==> src/rtl/cache_axi_pkg.sv <==
// Shared definitions for the cache-side AXI read bridge: FSM encoding,
// cache request types and the fixed AXI burst parameters.
package cache_axi_pkg;

    typedef enum logic [3:0] {
        ST_IDLE = 4'b0001,
        ST_AR   = 4'b0010,
        ST_R    = 4'b0100,
        ST_RET  = 4'b1000
    } state_t;

    localparam logic [2:0] RD_BYTE = 3'b000;
    localparam logic [2:0] RD_HALF = 3'b001;
    localparam logic [2:0] RD_WORD = 3'b010;
    localparam logic [2:0] RD_LINE = 3'b100;

    localparam logic [1:0] BURST_INCR = 2'b01;
    localparam logic [2:0] SIZE_4B    = 3'b010;
    localparam logic [7:0] LEN_LINE   = 8'd3;

    // Line requests are flagged by bit 2 of rd_type; the low bits give the size.
    function automatic logic is_line(input logic [2:0] rd_type);
        return rd_type[2];
    endfunction

endpackage

==> src/rtl/cache_axi_rd_bridge_if.sv <==
// AXI4 read-address and read-data channels between the bridge (master)
// and the crossbar port (slave).
interface cache_axi_rd_bridge_if;

    logic [3:0]  arid;
    logic [31:0] araddr;
    logic [7:0]  arlen;
    logic [2:0]  arsize;
    logic [1:0]  arburst;
    logic        arvalid;
    logic        arready;

    logic [3:0]  rid;
    logic [31:0] rdata;
    logic [1:0]  rresp;
    logic        rlast;
    logic        rvalid;
    logic        rready;

    modport master (
        output arid, araddr, arlen, arsize, arburst, arvalid,
        input  arready,
        input  rid, rdata, rresp, rlast, rvalid,
        output rready
    );

    modport slave (
        input  arid, araddr, arlen, arsize, arburst, arvalid,
        output arready,
        output rid, rdata, rresp, rlast, rvalid,
        input  rready
    );

endinterface

==> src/rtl/cache_axi_rd_bridge.sv <==
// Cache miss read responder: one request at a time becomes one AXI read burst,
// whose beats are packed into a 128-bit line returned as a single-cycle pulse.
module cache_axi_rd_bridge
    import cache_axi_pkg::*;
#(
    parameter logic [3:0] AXI_ID = 4'd0
) (
    input  logic                  clk,
    input  logic                  reset,
    input  logic                  rd_req,
    input  logic [2:0]            rd_type,
    input  logic [31:0]           rd_addr,
    output logic                  rd_rdy,
    output logic                  ret_valid,
    output logic [127:0]          ret_data,
    cache_axi_rd_bridge_if.master axi
);

    state_t       state;
    logic [1:0]   beat_cnt;
    logic [127:0] line_q;

    // Response ID and status are deliberately not inspected.
    logic unused_r_fields;
    assign unused_r_fields = ^{axi.rid, axi.rresp};

    assign axi.arid    = AXI_ID;
    assign axi.arburst = BURST_INCR;
    assign ret_data    = line_q;

    // NOTE: every register here uses <= so all updates take effect together at
    // the edge, independent of statement order within the block.
    always_ff @(posedge clk) begin
        if (reset) begin
            state      <= ST_IDLE;
            rd_rdy     <= 1'b1;
            axi.arvalid <= 1'b0;
            axi.rready <= 1'b0;
            ret_valid  <= 1'b0;
            axi.araddr <= '0;
            axi.arlen  <= '0;
            axi.arsize <= '0;
            beat_cnt   <= '0;
            // NOTE: the line register is reset because ret_data is observable
            // straight from it and must read zero out of reset.
            line_q     <= '0;
        end else begin
            ret_valid <= 1'b0;
            unique case (state)
                ST_IDLE: begin
                    if (rd_req) begin
                        state       <= ST_AR;
                        rd_rdy      <= 1'b0;
                        axi.arvalid <= 1'b1;
                        line_q      <= '0;
                        if (is_line(rd_type)) begin
                            axi.araddr <= {rd_addr[31:4], 4'b0000};
                            axi.arlen  <= LEN_LINE;
                            axi.arsize <= SIZE_4B;
                        end else begin
                            axi.araddr <= rd_addr;
                            axi.arlen  <= 8'd0;
                            axi.arsize <= {1'b0, rd_type[1:0]};
                        end
                    end
                end
                ST_AR: begin
                    if (axi.arready) begin
                        state       <= ST_R;
                        axi.arvalid <= 1'b0;
                        axi.rready  <= 1'b1;
                        beat_cnt    <= 2'd0;
                    end
                end
                ST_R: begin
                    if (axi.rvalid) begin
                        line_q[{beat_cnt, 5'd0} +: 32] <= axi.rdata;
                        // Saturate so surplus beats land in the last slot.
                        if (beat_cnt != 2'd3) begin
                            beat_cnt <= beat_cnt + 2'd1;
                        end
                        if (axi.rlast) begin
                            state      <= ST_RET;
                            axi.rready <= 1'b0;
                            ret_valid  <= 1'b1;
                        end
                    end
                end
                ST_RET: begin
                    state  <= ST_IDLE;
                    rd_rdy <= 1'b1;
                end
                default: begin
                    state       <= ST_IDLE;
                    rd_rdy      <= 1'b1;
                    axi.arvalid <= 1'b0;
                    axi.rready  <= 1'b0;
                end
            endcase
        end
    end

endmodule
==> src/flat_wrapper.sv <==
// flat-port wrapper written by rule: the top's interface ports become plain ports
module cache_axi_rd_bridge_flat import cache_axi_pkg::*;
#(
    parameter logic [3:0] AXI_ID = 4'd0
)
  (clk, reset, rd_req, rd_type, rd_addr, rd_rdy, ret_valid, ret_data, axi_arid, axi_araddr, axi_arlen, axi_arsize, axi_arburst, axi_arvalid, axi_arready, axi_rid, axi_rdata, axi_rresp, axi_rlast, axi_rvalid, axi_rready);
  cache_axi_rd_bridge_if axi_i ();
  input  logic clk;
  input  logic reset;
  input  logic rd_req;
  input  logic [2:0] rd_type;
  input  logic [31:0] rd_addr;
  output logic rd_rdy;
  output logic ret_valid;
  output logic [127:0] ret_data;
  output wire logic [$bits(axi_i.arid)-1:0] axi_arid;
  output wire logic [$bits(axi_i.araddr)-1:0] axi_araddr;
  output wire logic [$bits(axi_i.arlen)-1:0] axi_arlen;
  output wire logic [$bits(axi_i.arsize)-1:0] axi_arsize;
  output wire logic [$bits(axi_i.arburst)-1:0] axi_arburst;
  output wire logic [$bits(axi_i.arvalid)-1:0] axi_arvalid;
  input wire logic [$bits(axi_i.arready)-1:0] axi_arready;
  input wire logic [$bits(axi_i.rid)-1:0] axi_rid;
  input wire logic [$bits(axi_i.rdata)-1:0] axi_rdata;
  input wire logic [$bits(axi_i.rresp)-1:0] axi_rresp;
  input wire logic [$bits(axi_i.rlast)-1:0] axi_rlast;
  input wire logic [$bits(axi_i.rvalid)-1:0] axi_rvalid;
  output wire logic [$bits(axi_i.rready)-1:0] axi_rready;
  assign axi_arid = axi_i.arid;
  assign axi_araddr = axi_i.araddr;
  assign axi_arlen = axi_i.arlen;
  assign axi_arsize = axi_i.arsize;
  assign axi_arburst = axi_i.arburst;
  assign axi_arvalid = axi_i.arvalid;
  assign axi_i.arready = axi_arready;
  assign axi_i.rid = axi_rid;
  assign axi_i.rdata = axi_rdata;
  assign axi_i.rresp = axi_rresp;
  assign axi_i.rlast = axi_rlast;
  assign axi_i.rvalid = axi_rvalid;
  assign axi_rready = axi_i.rready;
  cache_axi_rd_bridge #(.AXI_ID(AXI_ID)) u_core (.clk(clk), .reset(reset), .rd_req(rd_req), .rd_type(rd_type), .rd_addr(rd_addr), .rd_rdy(rd_rdy), .ret_valid(ret_valid), .ret_data(ret_data), .axi(axi_i));
endmodule
==> config.mk <==
export PLATFORM = sky130hd
export DESIGN_NAME = cache_axi_rd_bridge_flat
export DESIGN_NICKNAME = d
export VERILOG_FILES = /design/src/rtl/cache_axi_pkg.sv /design/src/rtl/cache_axi_rd_bridge_if.sv /design/src/rtl/cache_axi_rd_bridge.sv /design/src/flat_wrapper.sv
export SDC_FILE = /design/constraint.sdc
export NUM_CORES = 1
export LEC_CHECK = 0
export BUFFER_PORTS_ARGS = -buffer_cell sky130_fd_sc_hd__buf_2
export CAP_MARGIN = 20
export CELL_PAD_IN_SITES_DETAIL_PLACEMENT = 1
export CELL_PAD_IN_SITES_GLOBAL_PLACEMENT = 1
export CORE_MARGIN = 5
export CORE_UTILIZATION = 36
export DETAILED_ROUTE_END_ITERATION = 12
export PLACE_DENSITY_LB_ADDON = 0.2
export SYNTH_ARGS = -nofsm -noshare
export SYNTH_HDL_FRONTEND = slang
export SYNTH_SLANG_ARGS = --single-unit
export TNS_END_PERCENT = 100
==> constraint.sdc <==
create_clock -name clk -period 1.93 [get_ports clk]
set_input_delay 0.4825 -clock clk [delete_from_list [all_inputs] [get_ports clk]]
set_output_delay 0.4825 -clock clk [all_outputs]
set_load 0.1 [all_outputs]
==> Word-level counts from Yosys, hierarchy flattened <==
Index checks and enable logic that the tools add are counted.
{ "classes": {"n_eq_ne": 10, "n_mux": 26, "shift": 2, "n_bitwise": 5, "reduce_logical": 13, "add_sub_neg": 2} }
{ "op_table": {"columns": ["operator", "count"], "rows": [
  ["128-bit two-way mux", 2],
  ["128-bit one-hot mux with 2 select lines", 1],
  ["128-bit bitwise mux", 1],
  ["32-bit by 9-bit variable shift with 128-bit output (first input constant)", 1],
  ["32-bit by 9-bit variable part select with 128-bit output", 1],
  ["4-bit two-way mux", 5],
  ["4-bit one-hot mux with 3 select lines", 1],
  ["4-bit AND reduction", 3],
  ["2-bit two-way mux", 5],
  ["2-bit inequality test (second input constant)", 5],
  ["7-bit negation with 9-bit output", 1],
  ["1-bit two-way mux", 7],
  ["1-bit one-hot mux with 3 select lines", 2],
  ["3-bit AND reduction", 2],
  ["2-bit OR reduction", 3],
  ["1-bit inverter", 5],
  ["4-bit by 1-bit == test with 1-bit output (second input constant)", 1],
  ["4-bit by 2-bit == test with 1-bit output (second input constant)", 1],
  ["4-bit by 3-bit == test with 1-bit output (second input constant)", 1],
  ["4-bit == test (second input constant)", 1],
  ["2-bit one-hot mux with 2 select lines", 1],
  ["2-bit AND reduction", 2],
  ["2-bit nonzero test", 2],
  ["3-bit OR reduction", 1],
  ["other kinds (3)", 3]
]} }
{ "word_totals": {"reg_bits": 181, "out_inout_bits": 181} }

==> Longest topological paths before layout <==
Gate-level depths: netlist of the first run.
{ "logic_depth": {"ltp_word": 5, "depth_mapped": 7} }

==> Worst setup path after synthesis of the first run <==
Ideal clock, no wire load.
{ "synth_path": {"path_kind": "register to output", "startpoint": "reg u_core.axi.arlen[0] (netlist name)", "endpoint": "out axi_arlen[1]", "t_arrival_ns": 1.373, "path_slack_ns": 0.074, "path_stages_with_launch": 2, "path_buffers": 1, "required_time_ns": 1.447, "cell_sequence": "dfxtp_1 buf_4"} }
{ "synth_rtl": {"columns": ["element", "line_no", "rtl"], "rows": [
  ["end: declaration", "flat_wrapper.sv:18", "output wire logic [$bits(axi_i.arlen)-1:0] axi_arlen;"]
]} }

==> Worst setup path after layout of the first run <==
{ "layout_path": {"startpoint": "reg u_core.state[0]", "endpoint": "reg u_core.line_q[96] (netlist: u_core.ret_data[96])"} }
{ "layout_between": {"elab_chain_len": 3} }
{ "layout_rtl": {"columns": ["element", "line_no", "rtl"], "rows": [
  ["start: declaration", "cache_axi_rd_bridge.sv:19", "state_t state;"],
  ["start signal: assignment", "cache_axi_rd_bridge.sv:35", "state <= ST_IDLE;"],
  ["start signal: assignment", "cache_axi_rd_bridge.sv:52", "state <= ST_AR;"],
  ["start signal: assignment", "cache_axi_rd_bridge.sv:69", "state <= ST_R;"],
  ["4-bit by 3-bit == test with 1-bit output / 4-bit by 1-bit == test with 1-bit output (equally long branches)", "cache_axi_rd_bridge.sv:49", "unique case (state)"],
  ["2-bit inequality test (no source line) / 2-bit nonzero test (equally long branches)", null, null],
  ["3-bit AND reduction (no source line)", null, null],
  ["end signal: indexed assignment", "cache_axi_rd_bridge.sv:77", "line_q[{beat_cnt, 5'd0} +: 32] <= axi.rdata;"],
  ["end: declaration", "cache_axi_rd_bridge.sv:21", "logic [127:0] line_q;"]
]} }
Several ways; a longest one is shown, not always the timed one.
A chain may end at the register's enable or synchronous reset.

==> results.cfg, run 1 <==
[setup_path]
arrival_ns = 2.15
cpMaxStageDelayCell = and3b_1
required_ns = 2.23
critPathMaxFanout = 16
path_class = register to register
reg2regPathDepth = 5
r2r_end = u_core.ret_data[96]$_SDFFE_PP0P_
reg2reg_slack_ns = 0.09
cpPeakStageDelay_ns = 0.50
setup.worst_path.end_class = register
worstPathBufferInverterCount = 1
startpoint_type = register
r2r_start = u_core.state[0]$_SDFFE_PP1P_
path_cells = and3b_1, o221ai_1, nor2b_4, buf_12, a22o_1
critical-path-top-delay-family = simple AND/OR/NAND/NOR gates

[logic_synthesis]
synth_top_area_cell = dfxtp_1
synth_edf_count = 0
synth.top_cell.area_share_pct = 51.1
yosysSeqAreaShare_pct = 51.1
syn_avg_cell_area_um2 = 9.72
synth_top_cells_by_count = dfxtp_1, nand3b_1, o31ai_1
yosys.cell_count.top_type = dfxtp_1
ys_ff_latch = 173
synth_cells = 698
yosysWarnings = 0
yosysUniqueCellTypes = 40
synthFlopType = dfxtp_1
synth.cell_area_um2 = 6780
synthArstFlopShare_pct = 0
synthTopCellsByArea = dfxtp_1, nand3b_1, o31ai_1, a22o_1, nand2_1

[routing]
wl_met2_um = 10200
highest_layer = met4
dr_wl_met3_um = 1780
via_per_inst = 5.30
met1Wirelength_um = 9570
wire_per_inst_um = 18.9
ant_nets = 0
dr.pass1.iters = 5
route.vias.total = 6201
drc_errors = 0
initialDrtViolationCount = 240
wirelength_um = 22000

[sta]
slew_viol_final = 0
setup_viol = 0
hold_violations = 0
fin_crit_ns = 1.84
fin_crit_sh_pct = 95.5
hold_ws_ns = 0.286
tightestPinTransition_ns = 0.545
slew_headroom_pct = 63.9
rsz0062_at_grt = false
final.setup_skew_ns = 0.00946
clock.fmax_ghz = 0.542
worst_slack_ns = 0.0863

[finish]
nNetsFinal = 1006
nFillCells = 2172
antennaDiodeCount = 0
drive_gt1_share_pct = 33.7
area_growth_pct = 32.2

[die]
die_h_um = 147
rows = 50
die_area_um2 = 21700
core-area_um2 = 18600
die_x_um = 147
pin_count = 260
start_util_pct = 36.4

[clock_network]
numCtsBuffers = 17
path_clk_slew_ns = 0.07
holdBufCountCts = 0
root_buffer = clkbuf_16
clk-insertion-delay-late_ns = 0.42
htree_num_levels = 4
tritoncts = yes
clock-sinks = 173
clk_path_buf_depth = 2

[place]
hpwlAfterDp_um = 15600
port_buffers = 240
routabilityCongestion = 0.760
post-place-ws_ns = -0.0155

[worst_hold_path]
worstHoldStart = axi_rdata[16]
hold_end = u_core.ret_data[112]$_SDFFE_PP0P_
min_path_cells = 2
hold_class = input pin to register

[global_route]
track_usage_pct = 19.8
grt_overflow = 0
grt_pass1_wl_um = 35000
grt_pass1_vias = 6503
antenna_found_initial = 0
grt_max_degree = 49

[flow_run]
drv_cap = 0

[power_and_ir_drop]
ir_worst_vdd_uv = 575
p_leak_uw = 0.00390
power.density_nw_per_um2 = 916

[outcome]
status = complete, no violations
worst reg2reg max path, cell delays in order (launching register included):
cell and delay, ns:
dfxtp_1 0.41, and3b_1 0.50, o221ai_1 0.22, nor2b_4 0.18, buf_12 0.17, a22o_1 0.25
cells by family after synthesis:
kind of cell,count (synthesis),synth area share (%)
and+or+nand+nor,243,22.0
AOI/OAI and AO/OA,188,20.1
DFF,173,51.1
buffers and inverters,86,5.76
adders and majority gates,5,0.923
other,2,0.111
xor gates and xnor gates,1,0.129
per-layer routing:
metal | up-vias | global-route usage, %
met5 | - | 0
met4 | 0 | 6.85
met3 | 30 | 7.03
met2 | 231 | 32.6
met1 | 2993 | 24.2
li1 | 2947 | -
report_power, final:
group,internal (uW),switching [uW]
Clock,1850,1520
Combinational,278,911
Sequential,3620,36.1
Total,5750,2460
through the flow:
stage          std cells  instance area (um^2)  total power [uW]  setup TNS [ns]  util [%]
3_5_place_dp        1135                  8370              4940         -0.0514      44.9
6_report            1169                  8960              8210               0      48.1
5_1_grt             1169                  8960              8550               0      48.1
2_1_floorplan        709                  6820              4620               0         -
4_1_cts             1167                  8950              8320               0      48.0
3_3_place_gp        1135                  8370              4910               0      44.9
sequential cells by signal (all words and copies together), names as in the netlist:
name                flops
u_core.axi.arlen        1
u_core.state            4
u_core.axi.rready       1
u_core.ret_data       128
u_core.axi.arsize       2
u_core.rd_rdy           1
u_core.axi.araddr      32
u_core.ret_valid        1
u_core.axi.arvalid      1
u_core.beat_cnt         2
cell type report:
type / count / area [um^2] / area share [%]
Clock inverter: 13 / 133 / 1.48
Clock buffer: 19 / 443 / 4.94
Timing Repair Buffer: 276 / 1590 / 17.7
Tap cell: 234 / 293 / 3.27
Sequential cell: 173 / 3460 / 38.6
Multi-Input combinational cell: 450 / 3030 / 33.8
Inverter: 4 / 15.0 / 0.168
how the worst max path moves through the flow:
stage                                      from                                end  cells after the start
2_1_floorplan  u_core.axi.arlen[0]$_SDFFE_PP0P_                       axi_arlen[1]                      1
3_3_place_gp                         axi_rvalid   u_core.ret_data[97]$_SDFFE_PP0P_                      6
3_5_place_dp                         axi_rvalid   u_core.ret_data[96]$_SDFFE_PP0P_                      6
4_1_cts            u_core.state[0]$_SDFFE_PP1P_   u_core.ret_data[50]$_SDFFE_PP0P_                      5
5_1_grt            u_core.state[0]$_SDFFE_PP1P_  u_core.ret_data[107]$_SDFFE_PP0P_                      5
6_report           u_core.state[0]$_SDFFE_PP1P_   u_core.ret_data[96]$_SDFFE_PP0P_                      5
what timing repair did:
action / CTS / global route
gates resized for setup: 0 / 0
setup endpoints to repair: 0 / 57
setup buffers: 0 / 2
cell usage in the layout, fill, tap and decap left out, types with 4 or more instances in the layout:
master	netlist	final
buf_2	9	239
dfxtp_1	173	173
nand3b_1	103	103
o31ai_1	98	98
nand2_1	68	68
a21oi_1	41	41
nand2b_1	39	39
a22o_1	32	32
buf_4	15	28
clkbuf_16	0	17
conb_1	2	13
nor2_1	10	10
buf_12	0	9
o21ai_0	5	5
ha_1	5	5
inv_1	4	4
nor3_1	4	4
Note: power is estimated with default switching activity, not from simulation.
==> run 2: changes to the inputs <==
--- a/config.mk
+++ b/config.mk
@@ -14,3 +14,3 @@
 export DETAILED_ROUTE_END_ITERATION = 12
-export PLACE_DENSITY_LB_ADDON = 0.2
+export PLACE_DENSITY_LB_ADDON = 0.1
 export SYNTH_ARGS = -nofsm -noshare
==> constraint.sdc (replaced) <==
create_clock -name clk -period 1.93 [get_ports clk]
set_input_delay 0.193 -clock clk [delete_from_list [all_inputs] [get_ports clk]]
set_output_delay 0.193 -clock clk [all_outputs]
set_load 0.1 [all_outputs]
==> run 2 against run 1 <==
Net effect: clock power grew 6.5%; cell count grew 3.5%; critical endpoint is now u_core.ret_data[101]$_SDFFE_PP0P_; global-route usage grew 0.82 points; fmax grew 0.73%; highest routed layer unchanged; power grew 3.7%; clock skew is essentially flat; via count grew 2.2%; largest power group unchanged; sequential share of layout area shrank 2.1 points.
==> results.cfg, run 2 (synthesis results as in run 1) <==
[power_and_ir_drop]
clkPwrFrac_pct = 42.1
p_comb_share_pct = 14.9
p_sw_share_pct = 28.6
p_leak_uw = 0.00411
power_frac_seq_pct = 43.0
switching_power_uw = 2430
power.density_nw_per_um2 = 898
internal-power_uw = 6080
ir_worst_vdd_uv = 554

[setup_path]
required_ns = 2.29
arrival_ns = 2.19
startpoint_type = register
setup.worst_path.end_class = register
critPathMaxFanout = 14
path_class = register to register

[die]
die_h_um = 147
die_area_um2 = 21700
die_x_um = 147
core-area_um2 = 18600
pin_count = 260
start_util_pct = 36.4
rows = 50

[flow_run]
drv_cap = 0

[clock_network]
clk_path_buf_depth = 2
root_buffer = clkbuf_16
numCtsBuffers = 17
post-cts-setup-buffers = 0
path_clk_slew_ns = 0.07
tritoncts = yes
htree_num_levels = 4
clk-insertion-delay-late_ns = 0.42
clock-sinks = 173

[global_route]
grt_overflow = 0
grt_pass1_vias = 6792
grt_pass1_wl_um = 36400
antenna_found_initial = 0
track_usage_pct = 20.7
grt_max_degree = 79

[routing]
drc_errors = 0
highest_layer = met4
dr.pass1.iters = 5
via_per_inst = 5.24
ant_nets = 0
wirelength_um = 23000
met1Wirelength_um = 9890
route.vias.total = 6338
initialDrtViolationCount = 335
wl_met2_um = 11300
wire_per_inst_um = 19.0
dr_wl_met3_um = 1430

[sta]
fin_crit_ns = 1.83
slew_viol_final = 0
setup_viol = 0
fin_setup_tns_ns = 0
final.setup_skew_ns = 0.00972
hold_ws_ns = 0.0167
tightestPinTransition_ns = 0.541
clock.fmax_ghz = 0.546
slew_headroom_pct = 64.2
rsz0062_at_grt = false
fin_crit_sh_pct = 94.8
hold_violations = 0

[finish]
layout_commonest_cell = buf_2
drive_gt1_share_pct = 31.5
most-common-layout-cells = buf_2, dfxtp_1, nand3b_1, o31ai_1, nand2_1
nNetsFinal = 1048
area_growth_pct = 39.8
largest_reg_flops = 128
antennaDiodeCount = 0

[worst_hold_path]
hold_class = input pin to register

[place]
port_buffers = 240
hpwlAfterDp_um = 15400
routabilityCongestion = 0.798

[outcome]
status = complete, no violations
run 2: cell types whose count changed in the layout (fill, tap and decap cells not counted), sizes merged:
cell	change
dlygate4sd3	+50
buf	-8
inv	-2
bufinv	+2
clkinv	-2
clkbuf	+1
run 2: path summary, 6_finish.rpt:
| path | start | to | slack, ns | cells after the start |
|---|---|---|---|---|
| worst max register to register | u_core.state[2]$_SDFFE_PP0P_ | u_core.ret_data[101]$_SDFFE_PP0P_ | 0.1 | 6 |
| worst min-delay path | axi_rdata[20] | u_core.ret_data[116]$_SDFFE_PP0P_ | 0.02 | 2 |
| worst min register to register | u_core.axi.araddr[3]$_SDFFE_PP0P_ | u_core.axi.araddr[3]$_SDFFE_PP0P_ | 0.46 | 2 |
| worst max-delay path | u_core.state[2]$_SDFFE_PP0P_ | u_core.ret_data[101]$_SDFFE_PP0P_ | 0.1 | 6 |
run 2: through the flow:
step / instance area, um^2 / total power, uW / util, % / setup WS, ns / instances
final: 9480 / 8520 / 50.9 / 0.0996 / 1210
after CTS: 9480 / 8620 / 50.8 / 0.00752 / 1210
after floorplan: 6820 / 4620 / - / 0.251 / 709
after global routing: 9480 / 8850 / 50.9 / 0.000240 / 1210
after detailed placement: 8360 / 4920 / 44.8 / 0.0199 / 1129
after global placement: 8360 / 4900 / 44.8 / 0.0768 / 1129
run 2: layout make-up:
class / instances / area, um^2
sequential: 173 / 3460
tap: 234 / 293
clock buffer: 20 / 457
fill: 2119 / 9160
inverter: 4 / 15.0
multi-input combinational: 450 / 3030
clock inverter: 11 / 158
timing repair buffer: 318 / 2070
run 2: what timing repair did:
action / CTS / global route
resized for setup: 0 / 3
hold buffers: 50 / 0
setup endpoints to repair: 0 / 34
hold endpoints to repair: 50 / 0
run 2: per-layer routing:
| layer | up-vias | track usage [%] |
|---|---|---|
| met5 | - | 0 |
| met1 | 3099 | 24.6 |
| met3 | 22 | 6.01 |
| met2 | 189 | 36.0 |
| met4 | 0 | 6.38 |
| li1 | 3028 | - |
run 2: worst max-delay path, stage by stage (launching register included):
cell      delay (ns)
dfxtp_1         0.39
buf_4           0.21
and3b_2         0.30
o221ai_1        0.22
nor2b_4         0.22
buf_4           0.23
a22o_1          0.18
run 2: power by group through the flow:
| stage | sequential [uW] | combinational, uW | clock [uW] |
|---|---|---|---|
| global route | 3670 | 1350 | 3840 |
| finish | 3660 | 1270 | 3590 |
| floorplan | 4110 | 505 | 0 |
| CTS | 3660 | 1270 | 3690 |
| detailed placement | 3740 | 1190 | 0 |
| global placement | 3740 | 1170 | 0 |
==> run 3: changes to the inputs <==
CORE_ASPECT_RATIO = 0.8   (was not set)
==> run 3 against run 2 <==
Net effect: sequential power about the same; design area is 2.0% lower; combinational power about the same; critical endpoint is now u_core.ret_data[109]$_SDFFE_PP0P_.
==> results.cfg, run 3 (synthesis results as in run 1) <==
[outcome]
status = complete, no violations

[setup_path]
path_class = register to register
critical-path-top-delay-family = simple AND/OR/NAND/NOR gates
required_ns = 2.30
crit_cells = 6
startpoint_type = register
cpMaxStageDelayCell = dfxtp_1
critPathMaxFanout = 13
setup.worst_path.end_class = register
cpPeakStageDelay_ns = 0.39
reg2regPathDepth = 6
worstPathBufferInverterCount = 2
path_cells = inv_1, ha_1, nand3b_1, nor3_4, buf_4, a22o_1
arrival_ns = 2.15

[routing]
drc_errors = 0
wirelength_um = 22500
wire_per_inst_um = 18.5
ant_nets = 0
route.vias.total = 6251
via_per_inst = 5.12
dr.pass1.iters = 4
initialDrtViolationCount = 288

[sta]
fin_crit_sh_pct = 92.1
hold_violations = 0
rsz0062_at_grt = false
slew_viol_final = 0
worst_slack_ns = 0.152
tightestPinTransition_ns = 0.561
hold_ws_ns = 0.0131
slew_headroom_pct = 62.8
setup_viol = 0
fin_setup_tns_ns = 0
final.setup_skew_ns = 0.0103
clock.fmax_ghz = 0.563
fin_crit_ns = 1.78

[clock_network]
clk_path_buf_depth = 2
numCtsBuffers = 17
root_buffer = clkbuf_16
tritoncts = yes
htree_num_levels = 4
clk-insertion-delay-late_ns = 0.43
path_clk_slew_ns = 0.06
clock-sinks = 173

[finish]
post-route-cell-area_um2 = 9300
most-common-layout-cells = buf_2, dfxtp_1, nand3b_1, o31ai_1, nand2_1
antennaDiodeCount = 0
drive_gt1_share_pct = 32.5
layout_commonest_cell = buf_2
area_growth_pct = 37.1
nNetsFinal = 1040
largest_reg_flops = 128

[global_route]
grt_overflow = 0
grt_pass1_wl_um = 35100
grt_max_degree = 72
grt_pass1_vias = 6583
antenna_found_initial = 0
track_usage_pct = 20.1

[place]
routabilityCongestion = 0.775
post-place-ws_ns = 0.0901
port_buffers = 240
hpwlAfterDp_um = 15900
place_area_um2 = 8400

[die]
core-area_um2 = 18300
rows = 44
die_h_um = 133
start_util_pct = 37.0
pin_count = 260
die_area_um2 = 21700
die_x_um = 163

[power_and_ir_drop]
ir_worst_vdd_uv = 498
p_total_uw = 8140
power.density_nw_per_um2 = 876
p_leak_uw = 0.00403

[worst_hold_path]
hold_class = input pin to register
min_path_cells = 3

[flow_run]
drv_cap = 0
[run 3: worst min-delay path, cell delays in order]
cell and delay (ns):
buf_2 0.10, nand2_1 0.05, a21oi_1 0.05
[run 3: repair_timing]
| item | in CTS | in global routing |
|---|---|---|
| resized for setup | 0 | 0 |
| hold buffers | 33 | 0 |
| setup endpoints to repair | 0 | 20 |
| endpoints found under the hold margin | 33 | 0 |
| buffers inserted | 0 | 3 |
[run 3: metrics by stage]
stage	util (%)	cells
6_report	50.7	1221
5_1_grt	50.7	1221
4_1_cts	50.6	1218
3_5_place_dp	45.8	1154
3_3_place_gp	45.8	1154
2_1_floorplan	-	709
[run 3: path summary, 6_finish.rpt]
| path | from | slack (ns) | end |
|---|---|---|---|
| min | rd_addr[24] | 0.01 | u_core.axi.araddr[24]$_SDFFE_PP0P_ |
| max reg2reg | u_core.beat_cnt[1]$_SDFFE_PP0P_ | 0.15 | u_core.ret_data[109]$_SDFFE_PP0P_ |
| min reg2reg | u_core.axi.araddr[1]$_SDFFE_PP0P_ | 0.45 | u_core.axi.araddr[1]$_SDFFE_PP0P_ |
| max | u_core.beat_cnt[1]$_SDFFE_PP0P_ | 0.15 | u_core.ret_data[109]$_SDFFE_PP0P_ |
[run 3: routing by layer]
metal | global-route usage [%] | part of all wire (%) | up-vias | routed length, um
li1 | - | - | 3009 | -
met1 | 25.0 | 43 | 3049 | 9710
met2 | 34.1 | 49 | 168 | 10900
met3 | 5.72 | 6.9 | 25 | 1550
met4 | 5.78 | 1.5 | 0 | 346
met5 | 0 | 0 | - | 0
[run 3: final cells by class]
cell class | count | area (um^2)
Fill cell | 2097 | 9040
Sequential cell | 173 | 3460
Multi-Input combinational cell | 450 | 3030
Timing Repair Buffer | 310 | 1920
Clock buffer | 18 | 429
Tap cell | 253 | 317
Clock inverter | 13 | 118
Inverter | 4 | 15.0
[run 3: power breakdown]
group / total (uW) / internal, uW / switching, uW
registers: 3660 / 3630 / 33.7
logic: 1250 / 325 / 922
clock network: 3240 / 1780 / 1460
total: 8140 / 5730 / 2410
